`config.mk`:
```
export PLATFORM = sky130hd
export DESIGN_NAME = uart_cmd_bridge_flat
export DESIGN_NICKNAME = d
export VERILOG_FILES = /design/src/rtl/uart_cmd_bridge_if.sv /design/src/rtl/uart_cmd_bridge.sv /design/src/flat_wrapper.sv
export SDC_FILE = /design/constraint.sdc
export NUM_CORES = 1
export LEC_CHECK = 0
export BUFFER_PORTS_ARGS = -buffer_cell sky130_fd_sc_hd__clkbuf_2
export CAP_MARGIN = 20
export CORE_MARGIN = 4
export CORE_UTILIZATION = 56
export CTS_BUF_LIST = sky130_fd_sc_hd__clkbuf_8
export CTS_CLUSTER_DIAMETER = 150
export DETAILED_ROUTE_END_ITERATION = 8
export PLACE_DENSITY = 0.82
export SETUP_SLACK_MARGIN = 0.5
export SKIP_LAST_GASP = 1
export SLEW_MARGIN = 5
export SYNTH_ARGS = -nofsm -noshare
export SYNTH_HDL_FRONTEND = slang
export SYNTH_SLANG_ARGS = --single-unit
```
`constraint.sdc`:
```
create_clock -name i_clk -period 2.9 [get_ports i_clk]
set_input_delay 0.145 -clock i_clk [delete_from_list [all_inputs] [get_ports i_clk]]
set_output_delay 0.145 -clock i_clk [all_outputs]
set_load 0.1 [all_outputs]
```
`src/rtl/uart_cmd_bridge_if.sv`:
```
// UART byte stream and SDRAM request bundle for uart_cmd_bridge.
// Signal names match the bridge pins; the slave modport is the bridge side.
interface uart_cmd_bridge_if #(
  parameter int AddrWidth = 22,
  parameter int DataWidth = 16
);
  logic [7:0]           i_rx_data;
  logic                 i_rx_rdy;
  logic                 o_rx_req;
  logic [7:0]           o_tx_data;
  logic                 o_tx_req;
  logic                 i_tx_rdy;
  logic                 o_wr_req;
  logic [AddrWidth-1:0] o_wr_addr;
  logic [DataWidth-1:0] o_wr_data;
  logic                 o_rd_req;
  logic [AddrWidth-1:0] o_rd_addr;
  logic [DataWidth-1:0] i_rd_data;
  logic                 i_rd_rdy;
  logic                 o_busy;

  modport slave (
    input  i_rx_data, i_rx_rdy, i_tx_rdy,
    input  i_rd_data, i_rd_rdy,
    output o_rx_req, o_tx_data, o_tx_req,
    output o_wr_req, o_wr_addr, o_wr_data,
    output o_rd_req, o_rd_addr, o_busy
  );

  modport master (
    output i_rx_data, i_rx_rdy, i_tx_rdy,
    output i_rd_data, i_rd_rdy,
    input  o_rx_req, o_tx_data, o_tx_req,
    input  o_wr_req, o_wr_addr, o_wr_data,
    input  o_rd_req, o_rd_addr, o_busy
  );
endinterface

```
`src/rtl/uart_cmd_bridge.sv`:
```
// UART command parser issuing SDRAM read/write requests.
// Define CMD_BRIDGE_WR_ACK_EN to reply 'k' (0x6B) after each write.
module uart_cmd_bridge #(
  parameter int AddrWidth     = 22,
  parameter int DataWidth     = 16,
  parameter int TimeoutCycles = 4096
) (
  input  logic             i_clk,
  input  logic             i_rst_n,
  uart_cmd_bridge_if.slave bus
);

  localparam logic [15:0] ToLast = 16'(TimeoutCycles - 1);
  localparam logic [7:0]  OpWr   = 8'h77;
  localparam logic [7:0]  OpRd   = 8'h72;

  typedef enum logic [3:0] {
    S_IDLE,
    S_OPCODE,
    S_ADDR,
    S_DATA,
    S_WR_ISSUE,
    S_RD_ISSUE,
    S_RD_WAIT,
    S_TX_HI,
    S_TX_LO,
`ifdef CMD_BRIDGE_WR_ACK_EN
    S_TX_ACK,
`endif
    S_TX_ERR
  } state_e;

  typedef enum logic [1:0] {
    P_SEND,
    P_WAIT_LO,
    P_WAIT_HI
  } txph_e;

  state_e               state_q, state_d;
  txph_e                txph_q, txph_d;
  logic [1:0]           bcnt_q, bcnt_d;
  logic [15:0]          tcnt_q, tcnt_d;
  logic [AddrWidth-1:0] addr_q, addr_d;
  logic [DataWidth-1:0] data_q, data_d;
  logic [DataWidth-1:0] rdat_q, rdat_d;
  logic [7:0]           err_q, err_d;
  logic [7:0]           op_q, op_d;
  logic                 is_wr_q, is_wr_d;
  logic                 txreq_q, txreq_d;
  logic [7:0]           txdat_q, txdat_d;
  logic                 wrreq_q, wrreq_d;
  logic                 rdreq_q, rdreq_d;
  logic                 busy_q;
  logic                 rxreq_q;
  logic                 en_q;

  logic                 rx_pop;
  logic                 tx_act;
  logic                 tx_done;
  logic [7:0]           tx_byte;

  // en_q keeps the pop low while reset is held and one cycle after.
  assign rx_pop = en_q && bus.i_rx_rdy && !rxreq_q &&
                  (state_q == S_IDLE ||
                   state_q == S_ADDR ||
                   state_q == S_DATA);

  assign bus.o_rx_req  = rx_pop;
  assign bus.o_tx_req  = txreq_q;
  assign bus.o_tx_data = txdat_q;
  assign bus.o_wr_req  = wrreq_q;
  assign bus.o_wr_addr = addr_q;
  assign bus.o_wr_data = data_q;
  assign bus.o_rd_req  = rdreq_q;
  assign bus.o_rd_addr = addr_q;
  assign bus.o_busy    = busy_q;

  always_comb begin
    state_d = state_q;
    txph_d  = txph_q;
    bcnt_d  = bcnt_q;
    tcnt_d  = tcnt_q;
    addr_d  = addr_q;
    data_d  = data_q;
    rdat_d  = rdat_q;
    err_d   = err_q;
    op_d    = op_q;
    is_wr_d = is_wr_q;
    txreq_d = 1'b0;
    txdat_d = txdat_q;
    wrreq_d = 1'b0;
    rdreq_d = 1'b0;
    tx_act  = 1'b0;
    tx_done = 1'b0;
    tx_byte = err_q;

    unique case (state_q)
      S_TX_HI: begin
        tx_act  = 1'b1;
        tx_byte = rdat_q[15:8];
      end
      S_TX_LO: begin
        tx_act  = 1'b1;
        tx_byte = rdat_q[7:0];
      end
`ifdef CMD_BRIDGE_WR_ACK_EN
      S_TX_ACK: begin
        tx_act  = 1'b1;
        tx_byte = 8'h6B;
      end
`endif
      S_TX_ERR: tx_act = 1'b1;
      default: ;
    endcase

    // Send, then see the transmitter go busy and idle again.
    if (tx_act) begin
      unique case (txph_q)
        P_SEND: begin
          if (bus.i_tx_rdy) begin
            txreq_d = 1'b1;
            txdat_d = tx_byte;
            txph_d  = P_WAIT_LO;
          end
        end
        P_WAIT_LO: begin
          if (!bus.i_tx_rdy) txph_d = P_WAIT_HI;
        end
        P_WAIT_HI: begin
          if (bus.i_tx_rdy) begin
            txph_d  = P_SEND;
            tx_done = 1'b1;
          end
        end
        default: txph_d = P_SEND;
      endcase
    end

    unique case (state_q)
      S_IDLE: begin
        if (rx_pop) begin
          op_d    = bus.i_rx_data;
          state_d = S_OPCODE;
        end
      end
      S_OPCODE: begin
        bcnt_d = 2'd0;
        unique case (1'b1)
          (op_q == OpWr): begin
            is_wr_d = 1'b1;
            state_d = S_ADDR;
          end
          (op_q == OpRd): begin
            is_wr_d = 1'b0;
            state_d = S_ADDR;
          end
          default: begin
            err_d   = 8'h3F;
            state_d = S_TX_ERR;
          end
        endcase
      end
      S_ADDR: begin
        if (rx_pop) begin
          addr_d = {addr_q[AddrWidth-9:0], bus.i_rx_data};
          bcnt_d = bcnt_q + 2'd1;
          if (bcnt_q == 2'd2) begin
            bcnt_d  = 2'd0;
            state_d = is_wr_q ? S_DATA : S_RD_ISSUE;
          end
        end
      end
      S_DATA: begin
        if (rx_pop) begin
          data_d = {data_q[DataWidth-9:0], bus.i_rx_data};
          bcnt_d = bcnt_q + 2'd1;
          if (bcnt_q == 2'd1) state_d = S_WR_ISSUE;
        end
      end
      S_WR_ISSUE: begin
        wrreq_d = 1'b1;
`ifdef CMD_BRIDGE_WR_ACK_EN
        state_d = S_TX_ACK;
`else
        state_d = S_IDLE;
`endif
      end
      S_RD_ISSUE: begin
        rdreq_d = 1'b1;
        tcnt_d  = 16'd0;
        state_d = S_RD_WAIT;
      end
      S_RD_WAIT: begin
        if (bus.i_rd_rdy) begin
          rdat_d  = bus.i_rd_data;
          state_d = S_TX_HI;
        end else if (tcnt_q == ToLast) begin
          err_d   = 8'hEE;
          state_d = S_TX_ERR;
        end else begin
          tcnt_d = tcnt_q + 16'd1;
        end
      end
      S_TX_HI: if (tx_done) state_d = S_TX_LO;
      S_TX_LO: if (tx_done) state_d = S_IDLE;
`ifdef CMD_BRIDGE_WR_ACK_EN
      S_TX_ACK: if (tx_done) state_d = S_IDLE;
`endif
      S_TX_ERR: if (tx_done) state_d = S_IDLE;
      default: state_d = S_IDLE;
    endcase
  end

  always_ff @(posedge i_clk or negedge i_rst_n) begin
    if (!i_rst_n) begin
      state_q <= S_IDLE;
      txph_q  <= P_SEND;
      bcnt_q  <= '0;
      tcnt_q  <= '0;
      addr_q  <= '0;
      data_q  <= '0;
      rdat_q  <= '0;
      err_q   <= '0;
      op_q    <= '0;
      is_wr_q <= 1'b0;
      txreq_q <= 1'b0;
      txdat_q <= '0;
      wrreq_q <= 1'b0;
      rdreq_q <= 1'b0;
      busy_q  <= 1'b0;
      rxreq_q <= 1'b0;
      en_q    <= 1'b0;
    end else begin
      state_q <= state_d;
      txph_q  <= txph_d;
      bcnt_q  <= bcnt_d;
      tcnt_q  <= tcnt_d;
      addr_q  <= addr_d;
      data_q  <= data_d;
      rdat_q  <= rdat_d;
      err_q   <= err_d;
      op_q    <= op_d;
      is_wr_q <= is_wr_d;
      txreq_q <= txreq_d;
      txdat_q <= txdat_d;
      wrreq_q <= wrreq_d;
      rdreq_q <= rdreq_d;
      busy_q  <= (state_d != S_IDLE);
      rxreq_q <= rx_pop;
      en_q    <= 1'b1;
    end
  end

endmodule

```
`src/flat_wrapper.sv`:
```
// flat-port wrapper written by rule: the top's interface ports become plain ports
module uart_cmd_bridge_flat 
#(
  parameter int AddrWidth     = 22,
  parameter int DataWidth     = 16,
  parameter int TimeoutCycles = 4096
)
  (i_clk, i_rst_n, bus_i_rx_data, bus_i_rx_rdy, bus_i_tx_rdy, bus_i_rd_data, bus_i_rd_rdy, bus_o_rx_req, bus_o_tx_data, bus_o_tx_req, bus_o_wr_req, bus_o_wr_addr, bus_o_wr_data, bus_o_rd_req, bus_o_rd_addr, bus_o_busy);
  uart_cmd_bridge_if #(.AddrWidth(AddrWidth), .DataWidth(DataWidth)) bus_i ();
  input  logic i_clk;
  input  logic i_rst_n;
  input wire logic [$bits(bus_i.i_rx_data)-1:0] bus_i_rx_data;
  input wire logic [$bits(bus_i.i_rx_rdy)-1:0] bus_i_rx_rdy;
  input wire logic [$bits(bus_i.i_tx_rdy)-1:0] bus_i_tx_rdy;
  input wire logic [$bits(bus_i.i_rd_data)-1:0] bus_i_rd_data;
  input wire logic [$bits(bus_i.i_rd_rdy)-1:0] bus_i_rd_rdy;
  output wire logic [$bits(bus_i.o_rx_req)-1:0] bus_o_rx_req;
  output wire logic [$bits(bus_i.o_tx_data)-1:0] bus_o_tx_data;
  output wire logic [$bits(bus_i.o_tx_req)-1:0] bus_o_tx_req;
  output wire logic [$bits(bus_i.o_wr_req)-1:0] bus_o_wr_req;
  output wire logic [$bits(bus_i.o_wr_addr)-1:0] bus_o_wr_addr;
  output wire logic [$bits(bus_i.o_wr_data)-1:0] bus_o_wr_data;
  output wire logic [$bits(bus_i.o_rd_req)-1:0] bus_o_rd_req;
  output wire logic [$bits(bus_i.o_rd_addr)-1:0] bus_o_rd_addr;
  output wire logic [$bits(bus_i.o_busy)-1:0] bus_o_busy;
  assign bus_i.i_rx_data = bus_i_rx_data;
  assign bus_i.i_rx_rdy = bus_i_rx_rdy;
  assign bus_i.i_tx_rdy = bus_i_tx_rdy;
  assign bus_i.i_rd_data = bus_i_rd_data;
  assign bus_i.i_rd_rdy = bus_i_rd_rdy;
  assign bus_o_rx_req = bus_i.o_rx_req;
  assign bus_o_tx_data = bus_i.o_tx_data;
  assign bus_o_tx_req = bus_i.o_tx_req;
  assign bus_o_wr_req = bus_i.o_wr_req;
  assign bus_o_wr_addr = bus_i.o_wr_addr;
  assign bus_o_wr_data = bus_i.o_wr_data;
  assign bus_o_rd_req = bus_i.o_rd_req;
  assign bus_o_rd_addr = bus_i.o_rd_addr;
  assign bus_o_busy = bus_i.o_busy;
  uart_cmd_bridge #(.AddrWidth(AddrWidth), .DataWidth(DataWidth), .TimeoutCycles(TimeoutCycles)) u_core (.i_clk(i_clk), .i_rst_n(i_rst_n), .bus(bus_i));
endmodule
```
==> flow_summary.ini, run 1 <==
[final_layout]
fin_util = 0.673
syn2layout_area_growth_pct = 16.6
diodes = 0
nets = 518
drive_gt1_frac = 0.413
num-fill-cells = 621

[clock_network]
cts_made_buffers = 9
root_buffer = clkbuf_8
path_clk_slew_ns = 0.10
numClockSinks = 104
tritoncts = done
htree_num_levels = 3
cts_buffer_depth = 2
worst_skew_pair.late_latency_ns = 0.37
postCtsSetupBuffers = 0

[drt]
drtPass1Iterations = 4
viasPerCell = 5.65
vias = 3354
routedWlPerCell_um = 16.1
wl_um = 9540
drtIter0Drc = 105
ant_nets = 0
drc_errors = 0

[yosys]
synthesis.area_mm2 = 0.00477
yosysWarningCount = 0
synth_cells = 394
synth_most_common_cell = dfrtp_1
synth_area_leaders = dfrtp_1 55%, mux2_2 15%, buf_4 3.5%, nor2_1 2.4%, a21oi_1 1.5%
yosys.area.top_type = dfrtp_1
synth_ff_type = dfrtp_1
syn-num-nets = 428
yosysTopAreaCellShare = 0.546
synth_cell_types = 57
synth_edf_count = 0
ys_async_sr_fraction = 1.00
ys_ff_latch = 104
yosys-top-cells-count = 104 x dfrtp_1, 64 x mux2_2, 31 x nor2_1
yosysSeqAreaShare = 0.546
avgSynthCellArea_um2 = 12.1

[setup_path]
crit_arrival_ns = 2.49
critical_path_class = reg2reg
critPathLaunchType = flop
startpoint = u_core.state_q[0]
endpoint_kind = flop
r2r_start = u_core.state_q[0]
cp_max_fo = 20
crit_required_ns = 3.16

[global_routing]
grt_usage = 0.201
grt_max_degree = 73
antenna_found_initial = 0
first_global_vias = 3366
grt_overflow = 0
grt_first_pass_wirelength_um = 16200

[die]
io-pin-count = 102
initial_utilization = 0.577
fp.dieW_um = 100
core_area_mm2 = 0.00826
die-area_mm2 = 0.0101
rows = 33
fp.dieH_um = 100

[hold_path]
hp-class = in2reg
hold_path_startpoint = bus_i_rd_data[8]

[power]
power.density_mw_per_mm2 = 699
leakage_nw = 2.79
irDropWorstVdd_v = 0.000388
power.total_mw = 3.88

[sta]
rsz0062_at_grt = false
clock.fmax_mhz = 448
period_needed_ns = 2.23
finalHoldViolCount = 0
tightestPinTransition_ns = 0.900
clock_skew_ns = 0.0191
period_share = 0.769
tns_ns = 0
finalMaxSlewViolations = 0
setup_viol = 0
maxSlewHeadroom = 0.400

[placed_design]
numPortBuffers = 101
routabilityCongestion = 0.874
hpwl_um = 6790

[run_status]
status = finished clean

[flow_run]
max_cap_violations = 0
==> cells by family (layout without fill, tap and decap cells) <==
| family | after synthesis | count (layout) | share of synthesized area |
|---|---|---|---|
| adders and majority gates | 5 | 5 | 0.0131 |
| buffers and inverters | 46 | 141 | 0.0543 |
| DFF | 104 | 104 | 0.546 |
| xor gates and xnor gates | 11 | 11 | 0.0202 |
| muxes | 66 | 66 | 0.155 |
| other | 1 | 1 | 0.000787 |
| AOI/OAI and AO/OA | 58 | 58 | 0.0929 |
| and+or+nand+nor | 103 | 103 | 0.117 |
==> final cells by class <==
| class | count | area, um^2 | area share |
|---|---|---|---|
| Clock buffer | 9 | 124 | 0.0223 |
| Clock inverter | 7 | 86.3 | 0.0155 |
| Inverter | 8 | 30.0 | 0.00540 |
| Multi-Input combinational cell | 244 | 1920 | 0.345 |
| Sequential cell | 104 | 2610 | 0.469 |
| Tap cell | 105 | 131 | 0.0236 |
| Timing Repair Buffer | 117 | 666 | 0.120 |
==> what timing repair did <==
action	in CTS	in global routing
hold buffers	7	3
resized for setup	0	3
endpoints found under the hold margin	77	3
endpoints found under the setup margin	0	22
==> critical path, cell delays in order, from the launching register on <==
cell and delay, ns:
dfrtp_2 0.55, or3b_4 0.47, a21o_4 0.26, a2111oi_4 0.50, a31oi_1 0.14, a41o_1 0.22
==> cells in the final DEF, fill, tap and decap left out, drive strengths merged, types with 6 or more instances in the layout <==
master,n
a21oi,14
a221oi,8
buf,7
clkbuf,109
dfrtp,104
dlygate4sd3,10
inv,10
mux2,64
nand2,16
nand2b,7
nand3,10
nor2,31
nor3,6
o21ai,8
xnor2,6
==> where the power goes <==
part | internal (mW) | switching, mW | leakage (nW)
combinational | 0.338 | 0.873 | 1.35
clock | 0.346 | 0.561 | 0.104
sequential | 1.61 | 0.153 | 1.34
total | 2.30 | 1.59 | 2.79
==> state kept, by name (all words and copies together) (netlist names), 2 cells and up <==
name / count
u_core.op_q: 8
u_core.bus.o_wr_data: 16
u_core.bus.o_tx_data: 8
u_core.bcnt_q: 2
u_core.err_q: 3
u_core.state_q: 4
u_core.txph_q: 2
u_core.tcnt_q: 16
u_core.bus.o_rd_addr: 22
u_core.rdat_q: 16
==> per-layer routing <==
metal  wire length [um]  vias up  track usage  part of all wire
met4                 96        0       0.0518             0.010
li1                   -     1584            -                 -
met3                450        9       0.0570             0.047
met2               4870       76        0.337              0.51
met1               4120     1685        0.258              0.43
met5                  0        -            0                 0
==> per-stage QoR <==
stage / hold WS [ns] / area [um^2] / std cells / setup WS (ns)
5_1_grt: 0.00735 / 5560 / 594 / 0.546
2_1_floorplan: -0.151 / 4770 / 394 / 0.860
3_3_place_gp: 0.320 / 5240 / 568 / 0.647
4_1_cts: 0.00262 / 5520 / 591 / 0.501
3_5_place_dp: 0.333 / 5240 / 568 / 0.571
6_report: 0.0125 / 5560 / 594 / 0.670
==> worst paths after layout <==
| kind | end | cells past startpoint | slack (ns) |
|---|---|---|---|
| min in group asynchronous | u_core.op_q[2] | 2 | 0.43 |
| hold reg to reg | u_core.err_q[5] | 1 | 0.48 |
| max in group asynchronous | u_core.tcnt_q[6] | 3 | 1.80 |
| setup reg to reg | u_core.tcnt_q[15] | 5 | 0.67 |
| hold / removal | u_core.rdat_q[8] | 2 | 0.01 |
| setup / recovery | u_core.tcnt_q[15] | 5 | 0.67 |
Power figures use the tool's default switching activity.
==> run 2, diff against run 1 <==
Settings changed: ABC_AREA set to 1, CORE_UTILIZATION 56 to 57, PLACE_DENSITY 0.82 to 0.83.
Clock period 2.9 ns to 2.1 ns, I/O delays scaled along.
==> flow_summary.ini, run 2 <==
[die]
initial_utilization = 0.595
core_area_mm2 = 0.00834
fp.dieW_um = 101
fp.dieH_um = 101
rows = 33
io-pin-count = 102
die-area_mm2 = 0.0103

[drt]
drc_errors = 0
ant_nets = 0
vias = 4290
drtIter0Drc = 294
viasPerCell = 5.39
drtPass1Iterations = 5
wl_um = 12000
routedWlPerCell_um = 15.0

[global_routing]
first_global_vias = 4280
grt_overflow = 0
antenna_found_initial = 0
grt_first_pass_wirelength_um = 19400
grt_usage = 0.235
grt_max_degree = 55

[yosys]
yosysTopAreaCellShare = 0.525
syn-num-nets = 599
ys_async_sr_fraction = 1.00
synth_ff_type = dfrtp_1
ys_ff_latch = 104
yosysWarningCount = 0
synth_most_common_cell = nand2_1
yosys.area.top_type = dfrtp_1
synth_cells = 565
synth_area_leaders = dfrtp_1 52%, nand2_1 9.7%, o21ai_0 5.7%, inv_1 4.6%, mux2_2 4.3%
yosys-top-cells-count = 128 x nand2_1, 104 x dfrtp_1, 61 x inv_1
avgSynthCellArea_um2 = 8.78
yosysSeqAreaShare = 0.525
synth_cell_types = 34
synthesis.area_mm2 = 0.00496
synth_edf_count = 0

[sta]
period_share = 0.763
finalHoldViolCount = 0
clock.fmax_mhz = 624
clock_skew_ns = 0.0163
setup_viol = 0
period_needed_ns = 1.60
rsz0062_at_grt = true
maxSlewHeadroom = 0.630
tns_ns = 0
finalMaxSlewViolations = 0
tightestPinTransition_ns = 0.557

[placed_design]
placed_area_mm2 = 0.00543
hpwl_um = 8050
dp.cells = 743
routabilityCongestion = 0.921
numPortBuffers = 101

[setup_path]
crit_end = bus_o_rx_req
reg2reg_to = u_core.bus.o_tx_data[7]
crit_arrival_ns = 1.50
startpoint = u_core.rxreq_q
r2r_start = u_core.state_q[2]
critical_path_class = reg2out
endpoint_kind = output port
r2r_cells = 9
r2r_slack_ns = 0.54
cp_max_fo = 10
critPathLaunchType = flop
crit_required_ns = 2.00

[clock_network]
cts_buffer_depth = 2
root_buffer = clkbuf_8
tritoncts = done
htree_num_levels = 3
cts_made_buffers = 9
numClockSinks = 104
worst_skew_pair.late_latency_ns = 0.37
path_clk_slew_ns = 0.10

[flow_run]
max_cap_violations = 0

[power]
leakage_nw = 3.19
irDropWorstVdd_v = 0.000673
power.density_mw_per_mm2 = 891

[final_layout]
stdcell_count = 796
syn2layout_area_growth_pct = 23.9
nets = 720
diodes = 0
largest_reg_flops = 22
drive_gt1_frac = 0.314
final_common_cell = nand2_1
mostFrequentLayoutCells = 122 x nand2_1, 99 x clkbuf_2, 97 x dfrtp_1
design_area_mm2 = 0.00615

[run_status]
status = finished clean

[hold_path]
hp-class = in2reg
-- run 2: cells by family (layout without fill, tap and decap cells) --
kind of cell / after synthesis / after routing / share of synthesized area
flip-flops: 104 / 104 / 0.525
buffers and inverters: 103 / 228 / 0.103
multiplexers: 20 / 20 / 0.0454
adder cells (fa/ha/maj): 5 / 5 / 0.0126
other: 1 / 1 / 0.000756
AND/OR/NAND/NOR: 232 / 233 / 0.204
AO/OA/AOI/OAI: 95 / 95 / 0.101
XOR/XNOR: 5 / 5 / 0.00883
-- run 2: final cells by class --
cell class / count / area, um^2
Clock buffer: 10 / 138
Clock inverter: 6 / 48.8
Fill cell: 600 / 2190
Inverter: 66 / 256
Multi-Input combinational cell: 359 / 2010
Sequential cell: 104 / 2610
Tap cell: 105 / 131
Timing Repair Buffer: 146 / 951
-- run 2: worst min-delay path by stage --
stage	start	end	slack, ns	cells after the start
CTS	bus_i_rx_data[5]	u_core.bus.o_wr_data[5]	0.02	3
global route	bus_i_rx_data[0]	u_core.bus.o_rd_addr[0]	0.05	3
global placement	i_rst_n	u_core.tcnt_q[15]	0.09	1
finish	bus_i_rx_data[5]	u_core.op_q[5]	0.03	3
detailed placement	i_rst_n	u_core.tcnt_q[14]	0.09	1
floorplan	i_rst_n	u_core.bcnt_q[0]	-0.19	0
-- run 2: power by group --
part	internal, mW	switching [mW]	leakage [nW]
Combinational	0.516	1.34	1.81
Sequential	2.23	0.194	1.29
Clock	0.482	0.717	0.0970
-- run 2: per-stage QoR --
stage          hold WS (ns)  setup slack, ns  total power, mW  utilization
6_report             0.0291            0.497             5.48        0.737
5_1_grt              0.0459            0.405             5.75        0.737
4_1_cts              0.0249            0.390             5.30        0.708
3_5_place_dp         0.0882            0.281             4.07        0.651
3_3_place_gp         0.0880            0.375             4.01        0.651
2_1_floorplan        -0.191            0.545             3.68            -
-- run 2: timing repair --
item	in CTS	in global routing
pin swaps	4	8
setup buffers	4	13
resized for setup	21	39
hold endpoints to repair	48	0
cloned	1	2
setup endpoints to repair	68	61
hold buffers	17	0
-- run 2: layer usage --
| metal | vias to the layer above | part of all wire | track usage |
|---|---|---|---|
| met5 | - | 0 | 0 |
| met4 | 0 | 0.018 | 0.0685 |
| met3 | 27 | 0.054 | 0.0482 |
| met2 | 161 | 0.51 | 0.401 |
| met1 | 2054 | 0.42 | 0.305 |
| li1 | 2048 | - | - |
-- run 2: worst max-delay path: stages, from the launching register on --
cell	delay (ns)
dfrtp_1	0.40
nor2_4	0.16
buf_6	0.17
nand3_2	0.10
clkinvlp_4	0.10
buf_8	0.19
==> run 3, diff against run 2 <==
Clock period 2.1 ns to 1.65 ns, I/O delays scaled along.
==> flow_summary.ini, run 3 <==
[run_status]
status = aborted with a tool error
lastStage = 5_1_grt
tool.error = [ERROR DPL-0038] Utilization greater than 100%, impossible to legalize

[yosys]
yosysTopAreaCellShare = 0.525
yosys-top-cells-count = 128 x nand2_1, 104 x dfrtp_1, 61 x inv_1
synth_edf_count = 0
ys_ff_latch = 104
syn-num-nets = 599
avgSynthCellArea_um2 = 8.78
synth_area_leaders = dfrtp_1 52%, nand2_1 9.7%, o21ai_0 5.7%, inv_1 4.6%, mux2_2 4.3%
yosysSeqAreaShare = 0.525
yosys.area.top_type = dfrtp_1
synth_cells = 565
synth_most_common_cell = nand2_1
synthesis.area_mm2 = 0.00496
synth_cell_types = 34
yosysWarningCount = 0
synth_ff_type = dfrtp_1
ys_async_sr_fraction = 1.00

[die]
rows = 33
initial_utilization = 0.595
fp.dieW_um = 101
fp.dieH_um = 101
io-pin-count = 102

[clock_network]
cts_buffer_depth = 2
numClockSinks = 104
root_buffer = clkbuf_8
htree_num_levels = 3
cts_made_buffers = 9

[placed_design]
place_ws_ns = 0.0291
routabilityCongestion = 0.870
placed_area_mm2 = 0.00569
hpwl_um = 8120
numPortBuffers = 101

[global_routing]
grt_max_degree = 54

[sta]
repair-timing-grt-worst-ep = bus_o_rx_req
worst_path_end_type = primary output
## run 3: through the flow
step,cells,utilization,hold slack (ns)
floorplan,565,-,-0.213
global placement,747,0.682,-0.0940
detailed placement,747,0.682,-0.0894
CTS,823,0.863,0.0135
## run 3: what timing repair did
item | CTS
hold endpoints to repair | 124
gates resized for setup | 192
hold buffers | 19
endpoints found under the setup margin | 173
buffers inserted | 32
gates cloned | 9
pin swaps | 27
## run 3: logic make-up after synthesis
| logic type | share of synthesized area |
|---|---|
| flops | 0.525 |
| compound gates | 0.101 |
| buf+inv | 0.103 |
| other cells | 0.000756 |
| fa+ha+maj | 0.0126 |
| mux | 0.0454 |
| xor+xnor | 0.00883 |
| simple gates | 0.204 |
==> run 4, diff against run 3 <==
Settings changed: CORE_UTILIZATION 57 to 40, CTS_BUF_LIST sky130_fd_sc_hd__clkbuf_8 to unset, CTS_CLUSTER_DIAMETER 150 to unset, PLACE_DENSITY 0.83 to unset, PLACE_DENSITY_LB_ADDON set to 0.15, SETUP_SLACK_MARGIN 0.5 to unset.
==> flow_summary.ini, run 4 (same netlist as run 2, synthesis figures left out) <==
[run_status]
status = finished clean

[die]
die-area_mm2 = 0.0142
core_area_mm2 = 0.0121
fp.dieH_um = 119
rows = 40
fp.dieW_um = 119
initial_utilization = 0.411
io-pin-count = 102

[placed_design]
hpwl_um = 7910
placed_area_mm2 = 0.00566
routabilityCongestion = 0.863
numPortBuffers = 101

[final_layout]
final_common_cell = nand2_1
design_area_mm2 = 0.00634
mostFrequentLayoutCells = 125 x nand2_1, 100 x dfrtp_1, 99 x clkbuf_2
fin_util = 0.525
nets = 723
syn2layout_area_growth_pct = 27.8
largest_reg_flops = 22
diodes = 0
drive_gt1_frac = 0.300

[setup_path]
worst-path-buf-inv = 1
path_delay_family = simple AND/OR/NAND/NOR gates
cpMostUsedCell = nand2_1
critical_path_class = reg2reg
crit_required_ns = 1.89
cp_slowest_stage_delay_ns = 0.39
crit_arrival_ns = 1.84
crit_chain = ha_2 -> nand2_1 -> inv_1 -> nand2_1 -> nor2_4 -> nand2_2 -> a21oi_4 -> nand3_2 -> nor2_2 -> nand2_1
critPathSlowestCell = dfrtp_1
endpoint_kind = flop
critPathLaunchType = flop
cp_max_fo = 4

[clock_network]
htree_num_levels = 3
cts_made_buffers = 9
path_clk_slew_ns = 0.07
worst_skew_pair.late_latency_ns = 0.35
cts_buffer_depth = 2
numClockSinks = 104
tritoncts = done
root_buffer = clkbuf_16

[drt]
ant_nets = 0
drc_errors = 0
drtIter0Drc = 319
vias = 4034
routedWlPerCell_um = 13.2
wl_um = 11400
viasPerCell = 4.68
drtPass1Iterations = 4

[sta]
clock_skew_ns = 0.00633
period_share = 0.971
tns_ns = 0
finalHoldViolCount = 0
tightestPinTransition_ns = 0.584
setup_viol = 0
maxSlewHeadroom = 0.611
clock.fmax_mhz = 624
rsz0062_at_grt = true
finalMaxSlewViolations = 0
hold_ws_ns = 0.0323
period_needed_ns = 1.60

[global_routing]
antenna_found_initial = 0
grt_max_degree = 105
grt_overflow = 0
grt_usage = 0.165
first_global_vias = 3983
grt_first_pass_wirelength_um = 19200

[power]
power.density_mw_per_mm2 = 1180
irDropWorstVdd_v = 0.000740
leakage_nw = 3.23
power.total_mw = 7.46

[hold_path]
hp-class = in2reg

[flow_run]
max_cap_violations = 0
[run 4: routing by layer]
layer	global-route usage	vias up	wire [um]	part of all wire
li1	-	2052	-	-
met1	0.222	1888	5280	0.46
met2	0.264	84	5470	0.48
met3	0.0437	10	489	0.043
met4	0.0494	0	147	0.013
met5	0	-	0	0
[run 4: worst min-delay path: stages]
cell      delay (ns)
clkbuf_2        0.08
inv_1           0.09
o21ai_0         0.09
[run 4: through the flow]
step	worst slack [ns]	std cells
2_1_floorplan	0.0951	565
3_3_place_gp	0.0839	817
3_5_place_dp	0.0223	817
4_1_cts	0.00140	852
5_1_grt	-0.0901	862
6_report	0.0485	862
[run 4: cell type report]
type | instances | area, um^2
clock buffer | 12 | 246
clock inverter | 4 | 27.5
fill | 1143 | 5720
inverter | 66 | 254
multi-input combinational | 358 | 1920
sequential | 104 | 2610
tap | 168 | 210
timing repair buffer | 150 | 1070
[run 4: final timing paths]
kind / to / cells after the start / startpoint / slack, ns
max: u_core.bus.o_busy / 10 / u_core.tcnt_q[1] / 0.05
min: u_core.bus.o_wr_data[5] / 3 / bus_i_rx_data[5] / 0.03
max reg2reg: u_core.bus.o_busy / 10 / u_core.tcnt_q[1] / 0.05
min reg2reg: u_core.op_q[1] / 2 / u_core.op_q[1] / 0.49
max in group asynchronous: u_core.state_q[2] / 3 / i_rst_n / 0.82
min in group asynchronous: u_core.tcnt_q[15] / 3 / i_rst_n / 0.32
[run 4: power breakdown]
group | internal (mW) | leakage [nW] | switching, mW | total, mW
Sequential | 2.84 | 1.29 | 0.234 | 3.07
Combinational | 0.723 | 1.80 | 1.64 | 2.37
Clock | 1.07 | 0.137 | 0.953 | 2.02
[run 4: repair_timing]
item,in CTS,in global routing
resized for setup,4,24
pin swaps,0,10
endpoints found under the hold margin,120,0
cloned,0,2
hold buffers,17,0
setup buffers,2,8
setup endpoints to repair,1,26
